[src/rtl/md_pkg.sv]
// md_pkg: access-size and FSM encodings plus width helpers shared by the md_unit blocks.
package md_pkg;
  typedef enum logic [1:0] {SZ_BYTE, SZ_HALF, SZ_WORD, SZ_RSVD} size_e;
  typedef enum logic [1:0] {IDLE, RD_WAIT, WR_WAIT, DONE} state_e;
  function automatic int lanes(int ws);
    return ws / 8;
  endfunction
  function automatic int off_w(int ws);
    return $clog2(ws / 8);
  endfunction
  function automatic logic aligned(size_e s, logic [2:0] off);
    return s == SZ_BYTE || (s == SZ_HALF && !off[0]) || (s == SZ_WORD && off == 3'd0);
  endfunction
endpackage

[src/rtl/md_if.sv]
// md_if: memory port between md_unit (master) and the memory (slave).
interface md_if #(parameter int WORD_SIZE = 32, parameter int ADDR_WIDTH = 9);
  logic [ADDR_WIDTH-1:0] mem_addr;
  logic mem_rd, mem_wr, mem_ready;
  logic [WORD_SIZE-1:0] mem_wdata, Mdatain;
  logic [WORD_SIZE/8-1:0] mem_be;
  modport master(output mem_addr, mem_rd, mem_wr, mem_wdata, mem_be, input Mdatain, mem_ready);
  modport slave(input mem_addr, mem_rd, mem_wr, mem_wdata, mem_be, output Mdatain, mem_ready);
endinterface

[src/rtl/md_lane_align.sv]
// md_lane_align: read lane extract/extend, write lane shift and byte-enable generation.
module md_lane_align import md_pkg::*; #(parameter int WORD_SIZE = 32) (
  input  size_e size,
  input  logic sext,
  input  logic [off_w(WORD_SIZE)-1:0] off,
  input  logic [WORD_SIZE-1:0] rdata,
  input  logic [WORD_SIZE-1:0] wsrc,
  output logic [WORD_SIZE-1:0] rext,
  output logic [WORD_SIZE-1:0] wdata,
  output logic [lanes(WORD_SIZE)-1:0] be
);
  logic [WORD_SIZE-1:0] ones_w, mask, lane;
  logic [lanes(WORD_SIZE)-1:0] ones_l, base;
  logic sign;
  // one mask serves both zero/sign extension and clearing unused write bytes
  always_comb begin
    ones_w = '1;
    ones_l = '1;
    mask = size == SZ_WORD ? ones_w : ~(ones_w << (size == SZ_HALF ? 16 : 8));
    base = size == SZ_WORD ? ones_l : ~(ones_l << (size == SZ_HALF ? 2 : 1));
    lane = rdata >> {off, 3'b000};
    sign = sext && size != SZ_WORD && (size == SZ_HALF ? lane[15] : lane[7]);
    rext = sign ? (lane | ~mask) : (lane & mask);
    wdata = (wsrc & mask) << {off, 3'b000};
    be = base << off;
  end
endmodule

[src/rtl/md_unit.sv]
// md_unit: memory data register that runs its own read/write transaction with timeout.
module md_unit import md_pkg::*; #(
  parameter int WORD_SIZE = 32,
  parameter int ADDR_WIDTH = 9,
  parameter int TIMEOUT = 16
) (
  input  logic clk,
  input  logic clr,
  input  logic MDRin,
  input  logic [WORD_SIZE-1:0] BusMuxOut,
  input  logic rd_req,
  input  logic wr_req,
  input  logic [1:0] size,
  input  logic sext,
  input  logic [ADDR_WIDTH-1:0] mar_in,
  output logic [WORD_SIZE-1:0] Q,
  output logic busy,
  output logic done,
  output logic err,
  md_if.master mem
);
  localparam int OW = off_w(WORD_SIZE);
  localparam int CW = $clog2(TIMEOUT);
  state_e st, nxt;
  size_e sz_q, al_size;
  logic sx_q, req, ok, waiting, tmo, fin;
  logic [OW-1:0] off, off_q, al_off;
  logic [CW-1:0] cnt;
  logic [WORD_SIZE-1:0] al_rext, al_wdata;
  logic [WORD_SIZE/8-1:0] al_be;
  md_lane_align #(.WORD_SIZE(WORD_SIZE)) u_align (
    .size(al_size), .sext(sx_q), .off(al_off), .rdata(mem.Mdatain), .wsrc(Q),
    .rext(al_rext), .wdata(al_wdata), .be(al_be)
  );
  assign busy = st != IDLE;
  assign done = st == DONE;
  // write lanes come from the live request; read lanes from what was latched
  always_comb begin
    off = mar_in[OW-1:0];
    req = st == IDLE && (rd_req || wr_req);
    ok = aligned(size_e'(size), 3'(off));
    waiting = st == RD_WAIT || st == WR_WAIT;
    tmo = cnt == CW'(TIMEOUT - 1);
    fin = waiting && (mem.mem_ready || tmo);
    nxt = req ? (!ok ? DONE : rd_req ? RD_WAIT : WR_WAIT) : st == DONE ? IDLE : fin ? DONE : st;
    al_size = st == IDLE ? size_e'(size) : sz_q;
    al_off = st == IDLE ? off : off_q;
  end
  always_ff @(posedge clk or negedge clr) begin
    if (!clr) begin
      st <= IDLE;
      cnt <= '0;
      Q <= '0;
      err <= 1'b0;
      sz_q <= SZ_BYTE;
      sx_q <= 1'b0;
      off_q <= '0;
      mem.mem_addr <= '0;
      mem.mem_rd <= 1'b0;
      mem.mem_wr <= 1'b0;
      mem.mem_wdata <= '0;
      mem.mem_be <= '0;
    end else begin
      st <= nxt;
      cnt <= waiting && !fin ? cnt + 1'b1 : '0;
      err <= (req && !ok) || (waiting && !mem.mem_ready && tmo);
      Q <= st == RD_WAIT && mem.mem_ready ? al_rext :
           st == IDLE && !rd_req && !wr_req && MDRin ? BusMuxOut : Q;
      if (req && ok) begin
        mem.mem_addr <= {mar_in[ADDR_WIDTH-1:OW], {OW{1'b0}}};
        sz_q <= size_e'(size);
        sx_q <= sext;
        off_q <= off;
      end
      mem.mem_rd <= req && ok && rd_req ? 1'b1 : fin ? 1'b0 : mem.mem_rd;
      mem.mem_wr <= req && ok && !rd_req ? 1'b1 : fin ? 1'b0 : mem.mem_wr;
      mem.mem_be <= req && ok && !rd_req ? al_be : fin ? '0 : mem.mem_be;
      mem.mem_wdata <= req && ok && !rd_req ? al_wdata : mem.mem_wdata;
    end
  end
endmodule
[src/flat_wrapper.sv]
// flat-port wrapper written by rule: the top's interface ports become plain ports
module md_unit_flat import md_pkg::*;
#(
  parameter int WORD_SIZE = 32,
  parameter int ADDR_WIDTH = 9,
  parameter int TIMEOUT = 16
)
  (clk, clr, MDRin, BusMuxOut, rd_req, wr_req, size, sext, mar_in, Q, busy, done, err, mem_mem_addr, mem_mem_rd, mem_mem_wr, mem_mem_wdata, mem_mem_be, mem_Mdatain, mem_mem_ready);
  md_if #(.WORD_SIZE(WORD_SIZE), .ADDR_WIDTH(ADDR_WIDTH)) mem_i ();
  input  logic clk;
  input  logic clr;
  input  logic MDRin;
  input  logic [WORD_SIZE-1:0] BusMuxOut;
  input  logic rd_req;
  input  logic wr_req;
  input  logic [1:0] size;
  input  logic sext;
  input  logic [ADDR_WIDTH-1:0] mar_in;
  output logic [WORD_SIZE-1:0] Q;
  output logic busy;
  output logic done;
  output logic err;
  output wire logic [$bits(mem_i.mem_addr)-1:0] mem_mem_addr;
  output wire logic [$bits(mem_i.mem_rd)-1:0] mem_mem_rd;
  output wire logic [$bits(mem_i.mem_wr)-1:0] mem_mem_wr;
  output wire logic [$bits(mem_i.mem_wdata)-1:0] mem_mem_wdata;
  output wire logic [$bits(mem_i.mem_be)-1:0] mem_mem_be;
  input wire logic [$bits(mem_i.Mdatain)-1:0] mem_Mdatain;
  input wire logic [$bits(mem_i.mem_ready)-1:0] mem_mem_ready;
  assign mem_mem_addr = mem_i.mem_addr;
  assign mem_mem_rd = mem_i.mem_rd;
  assign mem_mem_wr = mem_i.mem_wr;
  assign mem_mem_wdata = mem_i.mem_wdata;
  assign mem_mem_be = mem_i.mem_be;
  assign mem_i.Mdatain = mem_Mdatain;
  assign mem_i.mem_ready = mem_mem_ready;
  md_unit #(.WORD_SIZE(WORD_SIZE), .ADDR_WIDTH(ADDR_WIDTH), .TIMEOUT(TIMEOUT)) u_core (.clk(clk), .clr(clr), .MDRin(MDRin), .BusMuxOut(BusMuxOut), .rd_req(rd_req), .wr_req(wr_req), .size(size), .sext(sext), .mar_in(mar_in), .Q(Q), .busy(busy), .done(done), .err(err), .mem(mem_i));
endmodule
[config.mk]
export PLATFORM = sky130hd
export DESIGN_NAME = md_unit_flat
export DESIGN_NICKNAME = d
export VERILOG_FILES = /design/src/rtl/md_pkg.sv /design/src/rtl/md_if.sv /design/src/rtl/md_lane_align.sv /design/src/rtl/md_unit.sv /design/src/flat_wrapper.sv
export SDC_FILE = /design/constraint.sdc
export NUM_CORES = 1
export LEC_CHECK = 0
export ABC_AREA = 1
export CAP_MARGIN = 5
export CELL_PAD_IN_SITES_DETAIL_PLACEMENT = 1
export CELL_PAD_IN_SITES_GLOBAL_PLACEMENT = 2
export CORE_UTILIZATION = 25
export CTS_BUF_LIST = sky130_fd_sc_hd__clkbuf_16
export CTS_CLUSTER_DIAMETER = 80
export DETAILED_ROUTE_END_ITERATION = 10
export DONT_BUFFER_PORTS = 1
export PLACE_DENSITY_LB_ADDON = 0.1
export SYNTH_ARGS = -nofsm -noshare
export SYNTH_HDL_FRONTEND = slang
export SYNTH_SLANG_ARGS = --single-unit
[constraint.sdc]
create_clock -name clk -period 2.2 [get_ports clk]
set_input_delay 0.33 -clock clk [delete_from_list [all_inputs] [get_ports clk]]
set_output_delay 0.33 -clock clk [all_outputs]
set_load 0.02 [all_outputs]
Yosys cells after proc, flatten, opt, wreduce, memory -nomap -nowiden
Index checks and enable logic that the tools add are counted.
- flip-flop bits (word level): 89
- output and inout port bits: 82
- add/subtract/negate cells: 1
- eq/ne operators: 9
- shift-type cells: 5
- multiplexer cells: 21
- bitwise logic cells: 6
- reductions and logical operators: 37
- operators with widths (operator ; number):
    $mux 32 ; 4
    $and 32x32->32 ; 2
    $not 32->32 ; 2
    $or 32x32->32 ; 1
    $shl 32x5->32 ; 1
    $shl 32x5->32 const A ; 1
    $shr 32x5->32 ; 1
    $logic_and 1x1->1 ; 17
    $mux 2 ; 8
    $mux 4 ; 4
    $eq 2x2->1 const B ; 4
    $reduce_bool 2->1 ; 4
    $eq 2x1->1 const B ; 3
    $logic_not 1->1 ; 6
    $logic_not 2->1 ; 3
    $logic_or 1x1->1 ; 6
    $mux 5 ; 1
    $add 4x1->4 const B ; 1
    $eq 4x4->1 const B ; 1
    $mux 1 ; 4
    $not 4->4 ; 1
    $shl 4x2->4 ; 1
    $shl 4x2->4 const A ; 1
    $reduce_bool 3->1 ; 1
    $ne 2x2->1 const B ; 1

Depth between registers and ports, before layout
- depth in word-level cells: 11
- depth in mapped cells: 15

By module
From an unflattened synthesis, not the netlist that was laid out.
- cells, all modules: 740
- area total of the unflattened synthesis: 5281.3 um^2
- by module, submodules not included (module ; times used ; cells each ; area each (um^2) ; sequential area each (um^2)):
    md_unit ; 1 ; 478 ; 3996.3 ; 2227.1
    md_lane_align ; 1 ; 262 ; 1285.0 ; 0.0

Worst setup path after synthesis
No wires, ideal clock.
- path kind: register to register
- start point: register u_core.st[0]
- end point: register u_core.mem.mem_wdata[29]
- library setup time: 0.065 ns
- arrival time: 2.130 ns
- data required time: 2.135 ns
- slack: 0.005 ns
- stages on the path, launching flop included: 12
- cell sequence: dfrtp_1 inv_1 ha_1 buf_6 o21ai_0 ha_1 inv_1 clkbuf_1 nand2_1 o21ai_0 o211ai_1 nand2_1
- longest elaborated chain between the ends: 9
- RTL lines (item ; line ; RTL):
    start: declaration ; md_unit.sv:24 ; state_e st, nxt;
    start signal: assignment ; md_unit.sv:64 ; st <= nxt;
    $logic_not 2->1 (*) ; md_unit.sv:40, md_unit.sv:46, md_unit.sv:47 ;
    $mux 2 ; md_unit.sv:46 ; al_size = st == IDLE ? size_e'(size) : sz_q;
    $eq 2x1->1 ; md_lane_align.sv:19 ; mask = size == SZ_WORD ? ones_w : ~(ones_w << (size == SZ_HALF ? 16 : 8));
    $mux 5 ; md_lane_align.sv:19 ;
    $shl 32x5->32 ; md_lane_align.sv:19 ;
    $not 32->32 ; md_lane_align.sv:19 ;
    $mux 32 ; md_lane_align.sv:19 ;
    $and 32x32->32 ; md_lane_align.sv:24 ; wdata = (wsrc & mask) << {off, 3'b000};
    $shl 32x5->32 ; md_lane_align.sv:24 ;
    end signal: assignment ; md_unit.sv:78 ; mem.mem_wdata <= req && ok && !rd_req ? al_wdata : mem.mem_wdata;
    end: declaration ; md_if.sv:7 ; modport master(output mem_addr, mem_rd, mem_wr, mem_wdata, mem_be, input Mdatain, mem_ready);
Mark *: on every way between the ends. The rest lies on a longest branch, timed or not.
A chain may end at the register's enable or synchronous reset.

Worst setup path after layout
- start point: register u_core.st[1]
- end point: register u_core.Q[5]
- longest elaborated chain between the ends: 11
- RTL lines (item ; line ; RTL):
    $logic_not 2->1 ; md_unit.sv:46, md_unit.sv:47, md_unit.sv:68 ;
    $mux 2 ; md_unit.sv:46 ;
    $eq 2x1->1 ; md_lane_align.sv:19, md_lane_align.sv:22 ;
    $mux 5 ; md_lane_align.sv:19 ;
    $shl 32x5->32 ; md_lane_align.sv:19 ;
    $not 32->32 ; md_lane_align.sv:19 ;
    $mux 32 ; md_lane_align.sv:19 ;
    $not 32->32 ; md_lane_align.sv:23 ; rext = sign ? (lane | ~mask) : (lane & mask);
    $or 32x32->32 ; md_lane_align.sv:23 ;
    $mux 32 ; md_lane_align.sv:23 ;
    $mux 32 ; md_unit.sv:67 ; Q <= st == RD_WAIT && mem.mem_ready ? al_rext :
    end signal: assignment ; md_unit.sv:67 ;
    end: declaration ; md_unit.sv:16 ; output logic [WORD_SIZE-1:0] Q,
Parallel ways exist; a longest one is shown, timed or not.

==> impl_metrics.toml <==
[placement]
place_hpwl_um = 15800
port_buffers = 0
numPlacedInstances = 954
place_congestion = 0.792

[grt]
globalRouteTotalUtil = 0.203
number_of_global_route_vias_before_repair = 5150
wire_length_of_the_first_global_routing_pass_um = 32200
initial_antenna_violation_count = 0
grt_start_max_net_pins = 90
overflow = 0

[timing]
unrepaired_setup_endpoints_after_global_routing = "false"
finalHoldViolations = 89
period_share = 0.944
achievable-frequency_mhz = 482
setup_violations = 0
hold_slack_ps = -338
timing.clock.skew_ps = 9.14
layout_min_cycle_time_ps = 2080
maxSlewViolCount = 0

[clock_tree]
h-tree-depth = 3
worst_setup_hold_path_clk_slew_ps = 70
clock_tree.buffer_depth = 2
cts_inserted_buffers = 9
clkLatencyLatePin_ps = 360
clk_root_buffer_cell = "sky130_fd_sc_hd__clkbuf_16"
cts.sink_count = 89
cts_tree = "yes"

[drt]
route.detailed.wl_per_inst_um = 21.4
route.detailed.vias_per_inst = 4.94
drt_iter0_drc = 236
post-route-drc-count = 0
antenna_left = 0
totalWireLength_um = 20900
vias = 4834
drtPass1Iterations = 5

[floorplanning]
coreArea_um2 = 20200
floorplan.io_pins = 164
die_y_um = 145
die_width_um = 145
die-area_um2 = 21100
rows = 52
effective_utilization_at_floorplan = 0.255

[power_and_ir_drop]
power.density_nw_per_um2 = 1870
p_leak_nw = 2.85
irDropWorstVdd_v = 0.000499

[layout]
layout-drive-gt1-share = 0.130
fin_util = 0.298
fin_cells = 978
final_net_count = 791
area_delta_synth_final_pct = 17.1
antenna_cells_inserted = 0

[worst_setup_path]
worst_r2r_startpoint = "u_core.st[1]"
path_max_fanout = 28
startpoint_types = "flip-flop"
reg2reg_slack_ps = 120
critPathLaunch = "u_core.st[1]"
required_time_worst_endpoint_ps = 2420
worst-endpoint-arrival_ps = 2300
crit_type = "flip-flop to flip-flop"
critical_path.reg2reg.endpoint = "u_core.Q[5]"
crit_path_end_kind = "flip-flop"
timing.critical_path.to = "u_core.Q[5]"
worstRegToRegCells = 11

[synth]
ys_dominant_reg_cell = "sky130_fd_sc_hd__dfrtp_1"
synth_edf_count = 0
synthCells = 694
async_flop_share = 1.00
synthesis.area_um2 = 5130
synth.ff_latch_count = 89
syn_avg_cell_area_um2 = 7.40
yosys_warnings = 0
synth.yosys.seq_area_share = 0.434
yosys.cell_types.count = 39

[hold_path]
worst_hold_path_type = "input pin to async pin"

[run]
max_cap_violations = 0

[run_status]
violations = "negative hold slack"
outcome = "finished, violations left"
cells by family after synthesis:
| group | Yosys count | share of synthesized area |
|---|---|---|
| AOI/OAI and AO/OA | 140 | 0.170 |
| buffers and inverters | 90 | 0.0802 |
| other | 1 | 0.000730 |
| xor gates and xnor gates | 1 | 0.00171 |
| DFF | 89 | 0.434 |
| adders and majority gates | 6 | 0.0146 |
| and+or+nand+nor | 367 | 0.299 |
area by class of cell:
| class | instances | area [um^2] |
|---|---|---|
| fillers | 2481 | 14200 |
| repair buffers | 36 | 387 |
| inverters | 51 | 194 |
| flip-flops and latches | 89 | 2230 |
| multi-input cells | 516 | 2580 |
| well taps | 270 | 338 |
| clock inverters | 7 | 62.6 |
| clock buffers | 9 | 225 |
report_power, final:
| group | total (mW) | switching, mW | internal (mW) |
|---|---|---|---|
| clock | 1.58 | 0.705 | 0.870 |
| combinational | 5.79 | 3.61 | 2.18 |
| sequential | 3.90 | 1.56 | 2.33 |
| total | 11.3 | 5.88 | 5.39 |
flip-flops by register name (all words and copies together) (netlist names), 2 cells and up:
signal / count
u_core.cnt: 4
u_core.sz_q: 2
u_core.off_q: 2
u_core.mem.mem_be: 4
u_core.Q: 32
u_core.st: 2
u_core.mem.mem_wdata: 32
u_core.mem.mem_addr: 7
stage by stage:
step	instance area (um^2)	power (mW)	hold WS [ps]	worst slack [ps]	TNS, ps
2_1_floorplan	5140	7.12	34.4	5.36	0
3_3_place_gp	5560	9.18	38.0	-93.7	-195
3_5_place_dp	5560	9.29	38.0	-131	-1630
4_1_cts	5940	11.2	-343	31.4	0
5_1_grt	6010	12.2	-356	0.546	0
6_report	6010	11.3	-338	124	0
worst min-delay path by stage:
stage	endpoint	slack, ps	cells past startpoint
floorplan	u_core.Q[0]	30	0
global placement	u_core.cnt[2]	40	0
detailed placement	u_core.cnt[3]	40	0
CTS	u_core.cnt[3]	-340	0
global route	u_core.cnt[3]	-360	0
finish	u_core.cnt[3]	-340	0
worst max-delay path, stage by stage (launching register included):
cell and delay (ps):
sky130_fd_sc_hd__dfrtp_1 400, sky130_fd_sc_hd__inv_2 90, sky130_fd_sc_hd__ha_4 170, sky130_fd_sc_hd__buf_6 140, sky130_fd_sc_hd__inv_4 60, sky130_fd_sc_hd__nand2_2 90, sky130_fd_sc_hd__nand2_4 90, sky130_fd_sc_hd__bufbuf_16 320
sky130_fd_sc_hd__o21ai_1 220, sky130_fd_sc_hd__nand2_1 90, sky130_fd_sc_hd__nand3_1 150, sky130_fd_sc_hd__o211ai_1 110
synthesized netlist by cell type (4+ instances only):
master / number / share of area
sky130_fd_sc_hd__o21ai_1: 9 / 0.0088
sky130_fd_sc_hd__a22oi_1: 5 / 0.0073
sky130_fd_sc_hd__a21oi_2: 4 / 0.0068
sky130_fd_sc_hd__nand2_2: 5 / 0.0061
sky130_fd_sc_hd__nor2_1: 39 / 0.029
sky130_fd_sc_hd__inv_1: 46 / 0.034
sky130_fd_sc_hd__buf_4: 5 / 0.0073
sky130_fd_sc_hd__dfrtp_1: 89 / 0.43
sky130_fd_sc_hd__a21oi_1: 31 / 0.030
sky130_fd_sc_hd__a31oi_1: 8 / 0.0097
sky130_fd_sc_hd__buf_2: 12 / 0.012
sky130_fd_sc_hd__a22oi_2: 7 / 0.017
sky130_fd_sc_hd__o211ai_1: 11 / 0.016
sky130_fd_sc_hd__clkbuf_1: 15 / 0.011
sky130_fd_sc_hd__nand3_1: 62 / 0.060
sky130_fd_sc_hd__buf_6: 5 / 0.011
sky130_fd_sc_hd__a22o_1: 4 / 0.0068
sky130_fd_sc_hd__o21ai_0: 50 / 0.049
sky130_fd_sc_hd__ha_1: 6 / 0.015
sky130_fd_sc_hd__nand2_1: 251 / 0.18
per-layer routing:
metal,share of wire,global-route usage,up-vias
met5,0,0,-
met4,0.014,0.0516,0
met1,0.46,0.264,2407
met3,0.063,0.0588,17
met2,0.47,0.329,117
li1,-,-,2293
cell usage in the layout (no fill, tap or decap), drive strengths merged:
cell type | netlist | routed
nand2 | 256 | 256
dfrtp | 89 | 89
nand3 | 65 | 65
o21ai | 62 | 62
inv | 49 | 50
nor2 | 44 | 44
a21oi | 35 | 35
buf | 24 | 35
a22oi | 12 | 12
o211ai | 11 | 11
clkbuf | 15 | 9
a31oi | 8 | 8
clkinv | 2 | 6
ha | 6 | 6
a22o | 4 | 4
o22ai | 3 | 3
o22a | 2 | 2
conb | 1 | 2
nand4 | 2 | 2
xor2 | 1 | 1
o32ai | 1 | 1
o221ai | 1 | 1
a31o | 1 | 1
clkinvlp | 0 | 1
bufinv | 0 | 1
bufbuf | 0 | 1
timing repair:
action,in CTS,in global routing
gates cloned,1,0
pin swaps,3,6
endpoints found under the hold margin,89,89
resized for setup,13,15
buffers inserted,5,2
setup endpoints to repair,43,42
Note: power is estimated with default switching activity, not from simulation.
==> RTL edit 1: new RTL, same settings <==
Encoding of `state_e`: now Gray code (2 bits for 4 states).
--- a/src/rtl/md_pkg.sv
+++ b/src/rtl/md_pkg.sv
@@ -3,3 +3,3 @@
   typedef enum logic [1:0] {SZ_BYTE, SZ_HALF, SZ_WORD, SZ_RSVD} size_e;
-  typedef enum logic [1:0] {IDLE, RD_WAIT, WR_WAIT, DONE} state_e;
+  typedef enum logic [1:0] {IDLE = 2'b00, RD_WAIT = 2'b01, WR_WAIT = 2'b11, DONE = 2'b10} state_e;
   function automatic int lanes(int ws);
Function: same outputs for any inputs over 10 cycles, from zero or initial values; not proved beyond that.
==> RTL edit 1 against the original RTL <==
  * The run still ends with negative hold slack left
  * Die area shrank 0.27%
  * Clock skew grew 0.0017 ns
  * Hold slack gained 0.017 ns
  * Total power shrank 5.7%
  * Synthesized area shrank 0.27%
  * Sequential cell count is the same
  * Final area shrank 4.4%
  * Worst setup slack lost 0.015 ns
  * First-iteration DRC count shrank 21%
  * Non-clock buffer count shrank 11
  * Count of clock-buffer cells in the layout is the same
  * Wire length shrank 1.3%
  * Via count shrank 4.8%
  * Critical endpoint is now u_core.mem.mem_wdata[16]
==> RTL edit 1: results (changes against the original RTL) <==
* Outcome: finished with violations
* Failing checks: negative hold slack
* Fillers at 2435 (-1.9%)
* Switch share at 0.533 (+0.0113)
* DR vias/cell at 4.97 (+0.57%)
* Metal3 WL at 1340 um (+1.4%)
* Synth area leaders: dfrtp_1 43%, nand2_1 11%, o21ai_0 6.1%
* Seq/Total Area, Yosys at 0.435 (+0.00117)
* GPL Wtd Cong at 0.846 (+6.9%)
* P_clk at 1530 uW (-3%)
* Met2 Resource Use GR at 0.326 (-0.00337)
* Dpl cells at 909 (-4.7%)
* Peak VDD IR at 581 uV (+17%)
* Async S/R FF share, synth at 1.00 (unchanged)
* Unique masters post-synth at 38 (-2.6%)
* Adder-cell share of the synthesized area at 0.00733 (-0.00729)
* Post-placement cell area at 5440 um2 (-2.1%)
* Initial DRT Pass Iterations at 4 (-1)
* GRT Total Usage at 0.202 (-0.00124)
* Clock buffer count from CTS at 9 (unchanged)
* Post-CTS Setup Inserts at 0 (-5)
* DR WL met2 at 9720 um (-0.38%)
* Relative slew slack at 0.667
* GRT met1 Usage at 0.266 (+0.00121)
* Wl on met1 at 9250 um (-2.8%)
* Nets at 742 (-6.2%)
* Layout area overhead at 12.2%
* Critical path peak fanout at 10 (-64%)
* Synth Area in Compound Gates at 0.207 (+0.0364)
* CTS H-tree lvls at 3 (unchanged)
* Net Switching at 5660 uW (-3.7%)
* First-pass GRT wire length at 31800 um (-1.2%)
* Synth top cells by count: 148 x nand2_1, 89 x dfrtp_1, 66 x nor2_1, 62 x o21ai_0, 59 x inv_1
* Final HPWL DP at 16100 um (+1.4%)
* # diodes at 0 (unchanged)
* Syn_area_per_cell at 7.76 um2 (+4.9%)
* Via count at 4603 (-4.8%)
* Pre-CTS setup slack at 0.0957 ns (+0.227 ns)
* Share of cells above drive strength 1 at 0.124 (-0.00589)
* Minimum clock period at 2.09 ns (+0.0153 ns)
* Post-synthesis xor/xnor area fraction at 0.00171 (+0.00000459)
* R2R setup slack at 0.11 ns (-0.02 ns)
* Final hold violations at 89 (unchanged)
* Global Route met3 Usage at 0.0525 (-0.00629)
* Vias in the first global route at 4927 (-4.3%)
* Fin Hold WS at -0.321 ns (+0.0168 ns)
* Lkg Pwr at 0.00266 uW (-6.6%)
* RR Endpoint: u_core.mem.mem_wdata[16]
* Routed wire length at 20600 um (-1.3%)
* R2R depth at 8 (-3)
* Post-synthesis mux area share at 0.0154 (+0.0154)
RTL edit 1: cell types whose count changed in the layout (fill, tap and decap cells not counted), sizes merged, moves of 4 or more:
cell,unedited run,this run
nand2,256,155
nor2,44,71
a21oi,35,50
inv,50,65
o211ai,11,25
buf,35,25
nand3,65,55
a2bb2oi,0,8
mux2,0,7
a22oi,12,7
a31oi,8,3
a22o,4,8
RTL edit 1: cell type report:
type                            count  share of cell area
Timing Repair Buffer               25              0.0392
Clock buffer                        9              0.0392
Inverter                           66              0.0438
Tap cell                          265              0.0577
Multi-Input combinational cell    466               0.423
Sequential cell                    89               0.388
Clock inverter                      6             0.00915
RTL edit 1: critical path: stages (launching register included):
cell and delay (ns):
dfrtp_1 0.46, nor2_4 0.06, o21ai_0 0.26, ha_2 0.28
clkinv_1 0.07, buf_4 0.17, o21ai_0 0.34, o211ai_1 0.19
a2bb2oi_1 0.18
==> RTL edit 2: new RTL, same settings <==
Made on the original files. `TIMEOUT` is set to 16 in 2 places; all go to 8.
--- a/src/rtl/md_unit.sv
+++ b/src/rtl/md_unit.sv
@@ -4,3 +4,3 @@
   parameter int ADDR_WIDTH = 9,
-  parameter int TIMEOUT = 16
+  parameter int TIMEOUT = 8
 ) (
--- a/src/flat_wrapper.sv
+++ b/src/flat_wrapper.sv
@@ -5,3 +5,3 @@
   parameter int ADDR_WIDTH = 9,
-  parameter int TIMEOUT = 16
+  parameter int TIMEOUT = 8
 )
Check against the original RTL: not equivalent (a bounded check fails within 10 cycles, from zero or initial values).
==> RTL edit 2 against the original RTL <==
  * The run still ends with negative hold slack left
  * Synthesized area down 1.1%
  * Worst setup slack gained 0.012 ns
  * First-iteration DRC count decreased by 17%
  * Cell count is 0.51% lower
  * Wire length shrank 1.2%
  * Count of clock-buffer cells in the layout did not move
  * Total power is 3.3% higher
  * Final area rose by 2.1%
  * Sequential cell count fell by 1
  * Die area shrank 1.1%
  * Global-route usage up 0.083 points
  * Critical endpoint is now u_core.mem.mem_rd
  * Largest power group unchanged
  * Highest routed layer is now met5
==> RTL edit 2: results (changes against the original RTL) <==
* Maximum root-to-sink buffer count at 2 (unchanged)
* Yosys Warn Count at 0 (unchanged)
* Critical path peak fanout at 14 (-50%)
* Async S/R FF share, synth at 1.00 (unchanged)
* First-pass GRT wire length at 31200 um (-3.2%)
* Pins Over Slew Limit at 0 (unchanged)
* Syn_area_per_cell at 7.49 um2 (+1.2%)
* Synth top cells by count: 216 x nand2_1, 88 x dfrtp_1, 53 x o21ai_0, 50 x nand3_1, 48 x inv_1
* Worst skew pair latency at 0.34 ns (-0.02 ns)
* Non-filler cells, final at 973 (-0.51%)
* Largest net degree at the start of global routing at 89 (-1.1%)
* Clock buffer count from CTS at 9 (unchanged)
* Skew final at 0.00758 ns (-0.00156 ns)
* Unique masters post-synth at 36 (-7.7%)
* Outcome: finished with violations
* Clock-pin slew on the worst setup and hold paths at 0.06 ns
* Setup crit start: u_core.st[1]
* Share of cells above drive strength 1 at 0.149 (+0.0186)
* Failing checks: negative hold slack
* Post-CTS Setup Inserts at 0 (-5)
* Max Used Layer: met5
* Nets at 791 (unchanged)
* Seq/Total Area, Yosys at 0.434 (about the same)
* GPL Wtd Cong at 0.903 (+14%)
* DRT iter0 DRCs at 196 (-17%)
* R2R setup slack at 0.14 ns
* Wl on met1 at 9540 um (+0.25%)
* Hold Crit Class: in -> async
* DR vias/cell at 4.93 (-0.30%)
* Final hold violations at 88 (-1.1%)
* Post-placement cell area at 5720 um2 (+3.0%)
* Routed wire length per instance at 21.2 um (-0.67%)
* Relative slew slack at 0.655
* GRT Total Usage at 0.204 (+0.000825)
* Largest regs: u_core.Q: 32 flops, u_core.mem.mem_wdata: 32 flops, u_core.mem.mem_addr: 7 flops
* Initial DRT Pass Iterations at 4 (-1)
* Critical path endpoint: u_core.mem.mem_rd
* Dpl cells at 955 (+0.10%)
* Peak VDD IR at 527 uV (+5.7%)
* Synth area leaders: dfrtp_1 43%, nand2_1 16%, o21ai_0 5.2%
* Pint at 5710 uW (+6.0%)
* DR WL met2 at 9460 um (-3.0%)
* Lkg Pwr at 0.00292 uW (+2.8%)
* Final HPWL DP at 15900 um (+0.71%)
* Port buffer count at 0 (unchanged)
* Critical Path AT at 2.32 ns (+0.02 ns)
* Vias in the first global route at 5096 (-1.0%)
* Fin Hold WS at -0.320 ns (+0.0183 ns)
* CTS root buffer: clkbuf_16
* Initial antenna violation count at 2 (+2)
* Metal3 WL at 1380 um (+4.3%)
[RTL edit 2: cell families after synthesis]
logic type,after synthesis,share of synthesized area
compound gates,166,0.195
fa+ha+maj,7,0.0172
buf+inv,97,0.0848
flops,88,0.434
other cells,1,0.000739
simple gates,319,0.269
[RTL edit 2: worst max-delay path: cells and delay by family, from the launching register on]
kind	cells	cell delay [ns]
buffers and inverters	7	0.92
flip-flops	1	0.40
AO/OA/AOI/OAI	2	0.33
adder cells (fa/ha/maj)	1	0.20
AND/OR/NAND/NOR	1	0.13
[RTL edit 2: final cells by class]
cell class / count / area (um2)
Antenna cell: 1 / 2.50
Clock buffer: 9 / 225
Clock inverter: 7 / 93.8
Fill cell: 2404 / 13500
Inverter: 54 / 205
Multi-Input combinational cell: 494 / 2520
Sequential cell: 88 / 2200
Tap cell: 265 / 332
Timing Repair Buffer: 55 / 556
[RTL edit 2: what timing repair did]
item	CTS	global route
gates resized for setup	2	25
endpoints found under the hold margin	88	88
pin swaps	0	2
gates cloned	0	1
endpoints found under the setup margin	18	69
[RTL edit 2: power by group through the flow]
stage | Combinational, uW | Sequential [uW] | Clock [uW]
final | 6050 | 3910 | 1680
after CTS | 5810 | 3940 | 1730
after global placement | 5700 | 3950 | 0
after detailed placement | 5780 | 3970 | 0
after floorplan | 3440 | 3580 | 0
after global routing | 6720 | 4030 | 1800
[RTL edit 2: per-stage QoR]
stage | setup TNS, ns | worst slack, ns
2_1_floorplan | 0 | 0.0114
3_3_place_gp | -0.0873 | -0.0428
3_5_place_dp | -0.400 | -0.102
4_1_cts | 0 | 0.00576
5_1_grt | -0.182 | -0.0280
6_report | 0 | 0.136
[RTL edit 2: metal layers]
layer,vias up,track usage
li1,2295,-
met1,2366,0.272
met2,118,0.322
met3,14,0.0599
met4,2,0.0460
met5,-,0
